## src/rtl/disp_pkg.sv

```systemverilog
// Shared opcode, condition-code and FSM encodings for the disp op issuer slice.
package disp_pkg;

  typedef enum logic [2:0] {
    OP_ADD = 3'd0,
    OP_SUB = 3'd1,
    OP_CMP = 3'd2,
    OP_AND = 3'd3,
    OP_OR  = 3'd4,
    OP_XOR = 3'd5,
    OP_SHL = 3'd6,
    OP_SHR = 3'd7
  } opcode_e;

  typedef enum logic [2:0] {
    COND_ALWAYS = 3'd0,
    COND_EQ     = 3'd1,
    COND_NE     = 3'd2,
    COND_ULT    = 3'd3,
    COND_UGE    = 3'd4,
    COND_NEG    = 3'd5,
    COND_OVF    = 3'd6,
    COND_NEVER  = 3'd7
  } cond_e;

  typedef enum logic [1:0] {
    ST_IDLE    = 2'd0,
    ST_ISSUE   = 2'd1,
    ST_CAPTURE = 2'd2,
    ST_RESP    = 2'd3
  } state_e;

  // Bit positions inside the packed {C,N,V,Z} flag vector.
  localparam int FLAG_C = 3;
  localparam int FLAG_N = 2;
  localparam int FLAG_V = 1;
  localparam int FLAG_Z = 0;

  function automatic logic [3:0] pack_flags(input logic c, input logic n,
                                            input logic v, input logic z);
    return {c, n, v, z};
  endfunction

endpackage

```

## src/rtl/disp_cond_eval.sv

```systemverilog
// Combinational condition-code evaluator over captured {C,N,V,Z} flags.
// Evaluation logic is present only when DISP_COND_EVAL_EN is defined; otherwise true is 0.
module disp_cond_eval
  import disp_pkg::*;
(
  input  logic [2:0] cond,
  input  logic [3:0] flags,
  output logic       true
);

`ifdef DISP_COND_EVAL_EN
  always_comb begin
    true = 1'b0;
    case (cond_e'(cond))
      COND_ALWAYS: true = 1'b1;
      COND_EQ:     true = flags[FLAG_Z];
      COND_NE:     true = ~flags[FLAG_Z];
      COND_ULT:    true = flags[FLAG_C];
      COND_UGE:    true = ~flags[FLAG_C];
      COND_NEG:    true = flags[FLAG_N];
      COND_OVF:    true = flags[FLAG_V];
      COND_NEVER:  true = 1'b0;
    endcase
  end
`else
  logic unused_inputs;
  assign unused_inputs = ^{cond, flags};
  assign true          = 1'b0;
`endif

endmodule

```

## src/rtl/disp_op_issuer.sv

```systemverilog
// Accepts one command at a time, pulses the ALU once, captures result and flags, returns a response.
// Build option: define DISP_COND_EVAL_EN to register and evaluate the command condition code.
module disp_op_issuer
  import disp_pkg::*;
#(
  parameter int COUNT_W = 16
) (
  input  logic               iClock,
  input  logic               iReset,
  input  logic               iCmdValid,
  output logic               oCmdReady,
  input  logic [2:0]         iCmdOpcode,
  input  logic [31:0]        iCmdOperand0,
  input  logic [31:0]        iCmdOperand1,
  input  logic [2:0]         iCmdCond,
  output logic               oAluEnable,
  output logic [2:0]         oAluOpcode,
  output logic [31:0]        oAluOperand0,
  output logic [31:0]        oAluOperand1,
  input  logic [31:0]        iAluResult,
  input  logic               iAluCarry,
  input  logic               iAluNegative,
  input  logic               iAluOverflow,
  input  logic               iAluZero,
  output logic               oRspValid,
  input  logic               iRspReady,
  output logic [31:0]        oRspResult,
  output logic [3:0]         oRspFlags,
  output logic               oRspCondTrue,
  output logic [COUNT_W-1:0] oIssueCount
);

  state_e               state_q, state_d;
  logic                 cmd_ready_q, cmd_ready_d;
  logic                 alu_enable_q, alu_enable_d;
  logic [2:0]           alu_opcode_q, alu_opcode_d;
  logic [31:0]          alu_operand0_q, alu_operand0_d;
  logic [31:0]          alu_operand1_q, alu_operand1_d;
  logic                 rsp_valid_q, rsp_valid_d;
  logic [31:0]          rsp_result_q, rsp_result_d;
  logic [3:0]           rsp_flags_q, rsp_flags_d;
  logic                 rsp_cond_true_q, rsp_cond_true_d;
  logic [COUNT_W-1:0]   issue_count_q, issue_count_d;

  logic [3:0]           alu_flags;
  logic [2:0]           eval_cond;
  logic                 cond_true_now;

  assign alu_flags = pack_flags(iAluCarry, iAluNegative, iAluOverflow, iAluZero);

`ifdef DISP_COND_EVAL_EN
  logic [2:0] cond_q, cond_d;
  assign eval_cond = cond_q;
`else
  logic unused_cmd_cond;
  assign unused_cmd_cond = ^iCmdCond;
  assign eval_cond       = COND_NEVER;
`endif

  // Evaluated against the live flags during CAPTURE so the registered outcome matches the captured flags.
  disp_cond_eval u_cond_eval (
    .cond  (eval_cond),
    .flags (alu_flags),
    .true  (cond_true_now)
  );

  always_comb begin
    state_d         = state_q;
    cmd_ready_d     = 1'b0;
    alu_enable_d    = 1'b0;
    alu_opcode_d    = alu_opcode_q;
    alu_operand0_d  = alu_operand0_q;
    alu_operand1_d  = alu_operand1_q;
    rsp_valid_d     = 1'b0;
    rsp_result_d    = rsp_result_q;
    rsp_flags_d     = rsp_flags_q;
    rsp_cond_true_d = rsp_cond_true_q;
    issue_count_d   = issue_count_q;
`ifdef DISP_COND_EVAL_EN
    cond_d          = cond_q;
`endif

    case (state_q)
      ST_IDLE: begin
        if (iCmdValid && cmd_ready_q) begin
          state_d        = ST_ISSUE;
          alu_enable_d   = 1'b1;
          alu_opcode_d   = iCmdOpcode;
          alu_operand0_d = iCmdOperand0;
          alu_operand1_d = iCmdOperand1;
`ifdef DISP_COND_EVAL_EN
          cond_d         = iCmdCond;
`endif
        end else begin
          cmd_ready_d = 1'b1;
        end
      end

      ST_ISSUE: begin
        state_d       = ST_CAPTURE;
        issue_count_d = issue_count_q + COUNT_W'(1);
      end

      ST_CAPTURE: begin
        state_d         = ST_RESP;
        rsp_valid_d     = 1'b1;
        rsp_result_d    = iAluResult;
        rsp_flags_d     = alu_flags;
        rsp_cond_true_d = cond_true_now;
      end

      // Ready is deliberately withheld in the completing cycle; it rises with the following IDLE.
      ST_RESP: begin
        if (iRspReady) begin
          state_d     = ST_IDLE;
          cmd_ready_d = 1'b1;
        end else begin
          rsp_valid_d = 1'b1;
        end
      end

      default: state_d = ST_IDLE;
    endcase
  end

  always_ff @(posedge iClock) begin
    if (iReset) begin
      state_q         <= ST_IDLE;
      cmd_ready_q     <= 1'b0;
      alu_enable_q    <= 1'b0;
      alu_opcode_q    <= '0;
      alu_operand0_q  <= '0;
      alu_operand1_q  <= '0;
      rsp_valid_q     <= 1'b0;
      rsp_result_q    <= '0;
      rsp_flags_q     <= '0;
      rsp_cond_true_q <= 1'b0;
      issue_count_q   <= '0;
`ifdef DISP_COND_EVAL_EN
      cond_q          <= '0;
`endif
    end else begin
      state_q         <= state_d;
      cmd_ready_q     <= cmd_ready_d;
      alu_enable_q    <= alu_enable_d;
      alu_opcode_q    <= alu_opcode_d;
      alu_operand0_q  <= alu_operand0_d;
      alu_operand1_q  <= alu_operand1_d;
      rsp_valid_q     <= rsp_valid_d;
      rsp_result_q    <= rsp_result_d;
      rsp_flags_q     <= rsp_flags_d;
      rsp_cond_true_q <= rsp_cond_true_d;
      issue_count_q   <= issue_count_d;
`ifdef DISP_COND_EVAL_EN
      cond_q          <= cond_d;
`endif
    end
  end

  assign oCmdReady    = cmd_ready_q;
  assign oAluEnable   = alu_enable_q;
  assign oAluOpcode   = alu_opcode_q;
  assign oAluOperand0 = alu_operand0_q;
  assign oAluOperand1 = alu_operand1_q;
  assign oRspValid    = rsp_valid_q;
  assign oRspResult   = rsp_result_q;
  assign oRspFlags    = rsp_flags_q;
  assign oRspCondTrue = rsp_cond_true_q;
  assign oIssueCount  = issue_count_q;

endmodule
```

## config.mk

```make
export PLATFORM = sky130hd
export DESIGN_NAME = disp_op_issuer
export DESIGN_NICKNAME = d
export VERILOG_FILES = /design/src/rtl/disp_pkg.sv /design/src/rtl/disp_cond_eval.sv /design/src/rtl/disp_op_issuer.sv
export SDC_FILE = /design/constraint.sdc
export NUM_CORES = 1
export LEC_CHECK = 0
export ABC_AREA = 0
export CAP_MARGIN = 20
export CORE_UTILIZATION = 43
export DETAILED_ROUTE_END_ITERATION = 6
export GPL_ROUTABILITY_DRIVEN = 0
export PLACE_DENSITY_LB_ADDON = 0.2
export SLEW_MARGIN = 20
export SYNTH_ARGS = -nofsm -noshare
export SYNTH_HDL_FRONTEND = slang
export SYNTH_SLANG_ARGS = --single-unit
export TNS_END_PERCENT = 20
```

## constraint.sdc

```tcl
create_clock -name iClock -period 3.9 [get_ports iClock]
set_input_delay 0.975 -clock iClock [delete_from_list [all_inputs] [get_ports iClock]]
set_output_delay 0.975 -clock iClock [all_outputs]
set_load 0.05 [all_outputs]
```

# Yosys cells after proc, flatten, opt, wreduce, memory -nomap -nowiden
# Index checks and enable logic that the tools add are counted.
[classes]
add_sub_neg = 1
n_eq_ne = 5
bitwise = 1
mux = 9
reduce_logical = 5
[op_table]
columns = ["op", "count"]
rows = [
  ["16-bit by 1-bit adder with 16-bit output (second input constant)", 1],
  ["2-bit case mux with 4 select lines", 1],
  ["2-bit == test (second input constant)", 2],
  ["1-bit two-way mux", 4],
  ["2-bit two-way mux", 2],
  ["2-bit inequality test (second input constant)", 2],
  ["1-bit case mux with 2 select lines", 2],
  ["2-bit AND reduction", 2],
  ["2-bit by 1-bit == test with 1-bit output (second input constant)", 1],
  ["2-bit zero test", 1],
  ["2-bit OR reduction", 1],
  ["1-bit logical AND", 1],
  ["1-bit inverter", 1],
]
[word_totals]
reg_bits = 124
output_inout_bits = 123
in_bits = 110

# Logic depth before layout (Yosys ltp)
[logic_depth]
depth_word = 3
mapped_depth = 8
depth_no_buf = 6

# Modules after synthesis
# Synthesis repeated with hierarchy kept, for this count alone.
[unflattened]
cells_unflattened = 520
hier_area_um2 = 4554.4
[modules_own_cells]
columns = ["module", "instances", "area_per_inst_um2", "cells_each"]
rows = [
  ["disp_op_issuer", 1, 4543.1, 518],
  ["disp_cond_eval", 1, 11.3, 2],
]

# Least setup slack after synthesis
# Ideal clock, no wire load.
[synth_timing]
path_type = "input-to-reg"
start = "in iReset"
end = "reg issue_count_q[10] (netlist: oIssueCount[10])"
path_buffers = 3
path_slack_ps = 1916
setup_ps = 128
t_arrival_ps = 1856
required_time_ps = 3772
cell_stages = 4
path_cell_list = "clkbuf_1 clkbuf_1 clkbuf_1 nor2_1"
[synth_lines]
columns = ["item", "line", "text"]
rows = [
  ["start: declaration", "disp_op_issuer.sv:9", "input logic iReset,"],
  ["end signal: assignment", "disp_op_issuer.sv:153", "issue_count_q <= issue_count_d;"],
  ["end: declaration", "disp_op_issuer.sv:43", "logic [COUNT_W-1:0] issue_count_q, issue_count_d;"],
]
# No word-level cell between the ends.

# Final worst setup path
[layout_timing]
start = "reg issue_count_q[2] (netlist: oIssueCount[2])"
end = "out oIssueCount[2]"
[layout_lines]
columns = ["item", "line", "text"]
rows = [
  ["end: declaration", "disp_op_issuer.sv:30", "output logic [COUNT_W-1:0] oIssueCount"],
]
# No word-level cell between the ends.

==> reports/results.txt <==
Outcome - complete, no violations
Final WL - 12500 µm
Layout cells sized above 1 - 0.0561
Antenna Violating Nets Remaining - 0
Nets - 852
Reg2Reg Depth - 6
Post-CTS sizing - 0
Worst-path clk slew - 0.05 ns
Register area share after synthesis - 0.548
Syn avg cell area - 8.71 µm²
Worst Tran Pin Value - 0.673 ns
Min Tclk post-route - 2.80 ns
CTS root buffer - clkbuf_8
Htree depth - 4
DRT iter0 DRCs - 183
Hold_buf cts - 0
Max-capacitance violation count - 0
Sink Count - 124
Switching Share - 0.352
Worst path slowest cell - clkdlybuf4s50_1
Post-synth EDFFs - 0
Post-Place Worst Slack - 1.41 ns
Worst vdd ir - 0.000383 V
Synth Register Bits - 124
Core footprint - 10300 µm²
Clock skew - 0.00670 ns
Worst EP arrival - 1.83 ns
Initial antenna violation count - 0
CP max stage delay - 0.86 ns
Largest net degree at the start of global routing - 69
PortBufs - 228
Die area - 10900 µm²
DRC viols - 0
Site row count - 37
Number of global-route vias before repair - 4291
Die Y - 105 µm
Power share of the clock group - 0.327
Worst setup EP type - primary output
Starting Density - 0.440
# setup viols final - 0
Internal - 3.05 mW
Crit-path cells - clkdlybuf4s50_1
CTS tree - built
Cell Pwr Density - 630 nW/µm²
Crit start category - flop
Hpwl dp - 8680 µm
Reg2reg end - oIssueCount[12]$_SDFFE_PP0N_
Fin worst setup slack - 1.10 ns
Hold path startpoint - oAluOperand0[12]$_SDFFE_PP0P_
Worst Path Required - 2.92 ns
Reg power frac - 0.329
Hold EP - oAluOperand0[12]$_SDFFE_PP0P_
Asr flop ratio synth - 0
WHS - 0.452 ns
Hold crit path type - flop to flop
Wire per inst - 14.1 µm
Total negative slack - 0 ns
Worst reg2reg startpoint - state_q[1]$_SDFFE_PP0P_
Total grt overflow - 0
Leak - 2.66 nW
Unrepaired setup endpoints after global routing - false
Bufs on Longest Clock Path - 2
Period utilization - 0.718
Crit path max-delay family - buffers and inverters
Synthesis Warnings - 0
# IOs - 233
Fmax - 0.357 GHz
Post-CTS Setup Inserts - 0
CP Buf/Inv Count - 1
Flop-to-flop setup slack - 1.85 ns
Sw Pwr - 1.65 mW
Mapped cell area - 4530 µm²
P&R area growth vs syn - 65.0%
Comb power frac - 0.344
Via density - 4.87
Worst-skew pair later-pin latency - 0.51 ns
Vias after detailed routing - 4309
Crit path kind - flop to primary output
CTS Buf Count - 17
Distinct cells, synth - 30
Die W - 105 µm
Global-route wire length before repair - 20100 µm
Slew headroom - 0.551
Final Hold Fails - 0
Worst Path Max Fanout - 6
Layout fillers - 791
Final slew viol count - 0
GRT Resource Usage Total - 0.231
WHS Path Cells - 2
DR pass1 iterations - 4
Synth Flop Type - dfxtp_1
Mapped Cells - 520
Number of inserted diodes - 0
Syn_nets - 636
-- layout make-up --
cell class / count / area, µm² / area share
Timing Repair Buffer: 232 / 2320 / 0.311
Tap cell: 136 / 170 / 0.0228
Inverter: 3 / 11.3 / 0.00151
Sequential cell: 124 / 2480 / 0.332
Clock buffer: 23 / 467 / 0.0625
Clock inverter: 8 / 115 / 0.0154
Multi-Input combinational cell: 358 / 1900 / 0.255
-- sequential cells by signal, indices dropped and copies added, names as in the netlist --
name,flops
oAluOperand0,32
oAluOperand1,32
oRspResult,32
oIssueCount,16
oRspFlags,4
oAluOpcode,3
state_q,2
oAluEnable,1
oCmdReady,1
oRspValid,1
-- layout by cell type (no fill, tap or decap), types with 2 or more instances in the layout --
master             n
ha_1               5
mux2_2             3
bufinv_16          3
xor2_1             6
nand3_1            5
buf_4              4
nand4_1            5
dfxtp_1          124
xnor2_1            4
clkinv_2           5
clkdlybuf4s50_1  227
nor2b_1            5
clkbuf_8           4
clkbuf_1           3
inv_1              3
mux2i_1           38
clkbuf_16         16
nor3_1             4
and4_1             2
a21oi_1           70
nor2_1            57
nand2_1          140
-- worst max path at each step --
stage | start | endpoint | slack, ns | cells after the start
after detailed placement | iCmdValid | oAluOperand0[21]$_SDFFE_PP0P_ | 1.41 | 5
after CTS | oIssueCount[6]$_SDFFE_PP0N_ | oIssueCount[6] | 1.08 | 1
final | oIssueCount[2]$_SDFFE_PP0N_ | oIssueCount[2] | 1.10 | 1
after floorplan | iReset | oIssueCount[10]$_SDFFE_PP0N_ | 1.92 | 4
after global placement | iCmdValid | oAluOperand0[16]$_SDFFE_PP0P_ | 1.44 | 5
after global routing | oIssueCount[6]$_SDFFE_PP0N_ | oIssueCount[6] | 1.03 | 1
-- metrics by stage --
stage	power (mW)	cells	utilization	area, µm²
after floorplan	2.64	520	-	4530
after detailed placement	3.18	853	0.669	6880
final	4.70	884	0.727	7470
after CTS	4.74	884	0.726	7460
after global routing	4.92	884	0.727	7470
after global placement	3.14	853	0.669	6880
-- metal layers --
layer,track usage,wire [µm],vias to the layer above,share of wire
li1,-,-,2127,-
met1,0.250,4930,1978,0.39
met2,0.395,6190,180,0.49
met3,0.0786,1020,24,0.082
met4,0.127,370,0,0.030
met5,0,0,-,0
-- Yosys cell counts, types with 2 or more instances --
| cell type | number | area share |
|---|---|---|
| xnor2_1 | 4 | 0.0077 |
| buf_4 | 2 | 0.0033 |
| and4_1 | 2 | 0.0039 |
| dfxtp_1 | 124 | 0.55 |
| nor2b_1 | 5 | 0.0069 |
| buf_1 | 2 | 0.0017 |
| xor2_1 | 6 | 0.012 |
| and3_1 | 2 | 0.0028 |
| ha_1 | 6 | 0.017 |
| nand3_1 | 6 | 0.0066 |
| inv_1 | 3 | 0.0025 |
| mux2i_1 | 38 | 0.084 |
| buf_2 | 8 | 0.0088 |
| nor3_1 | 4 | 0.0044 |
| a21oi_1 | 70 | 0.077 |
| clkbuf_1 | 23 | 0.019 |
| nand2_1 | 140 | 0.12 |
| nor2_1 | 57 | 0.047 |
| mux2_2 | 3 | 0.0075 |
| nand4_1 | 5 | 0.0069 |
-- power by group through the flow --
stage	Combinational [mW]	Sequential [mW]	Clock [mW]
after floorplan	0.511	2.13	0
after global placement	1.58	1.56	0
after detailed placement	1.61	1.57	0
after CTS	1.62	1.55	1.57
after global routing	1.72	1.57	1.63
final	1.62	1.55	1.54
-- logic make-up (layout without fill, tap and decap cells) --
group                      after synthesis  count (layout)  synth area share
AOI/OAI and AO/OA                       74              74            0.0837
xor gates and xnor gates                10              10            0.0193
adders and majority gates                6               6            0.0166
buffers and inverters                   38             266            0.0354
DFF                                    124             124             0.548
muxes                                   41              41            0.0915
other                                    1               1          0.000828
and+or+nand+nor                        226             226             0.204
(Power assumes the default switching activity.)
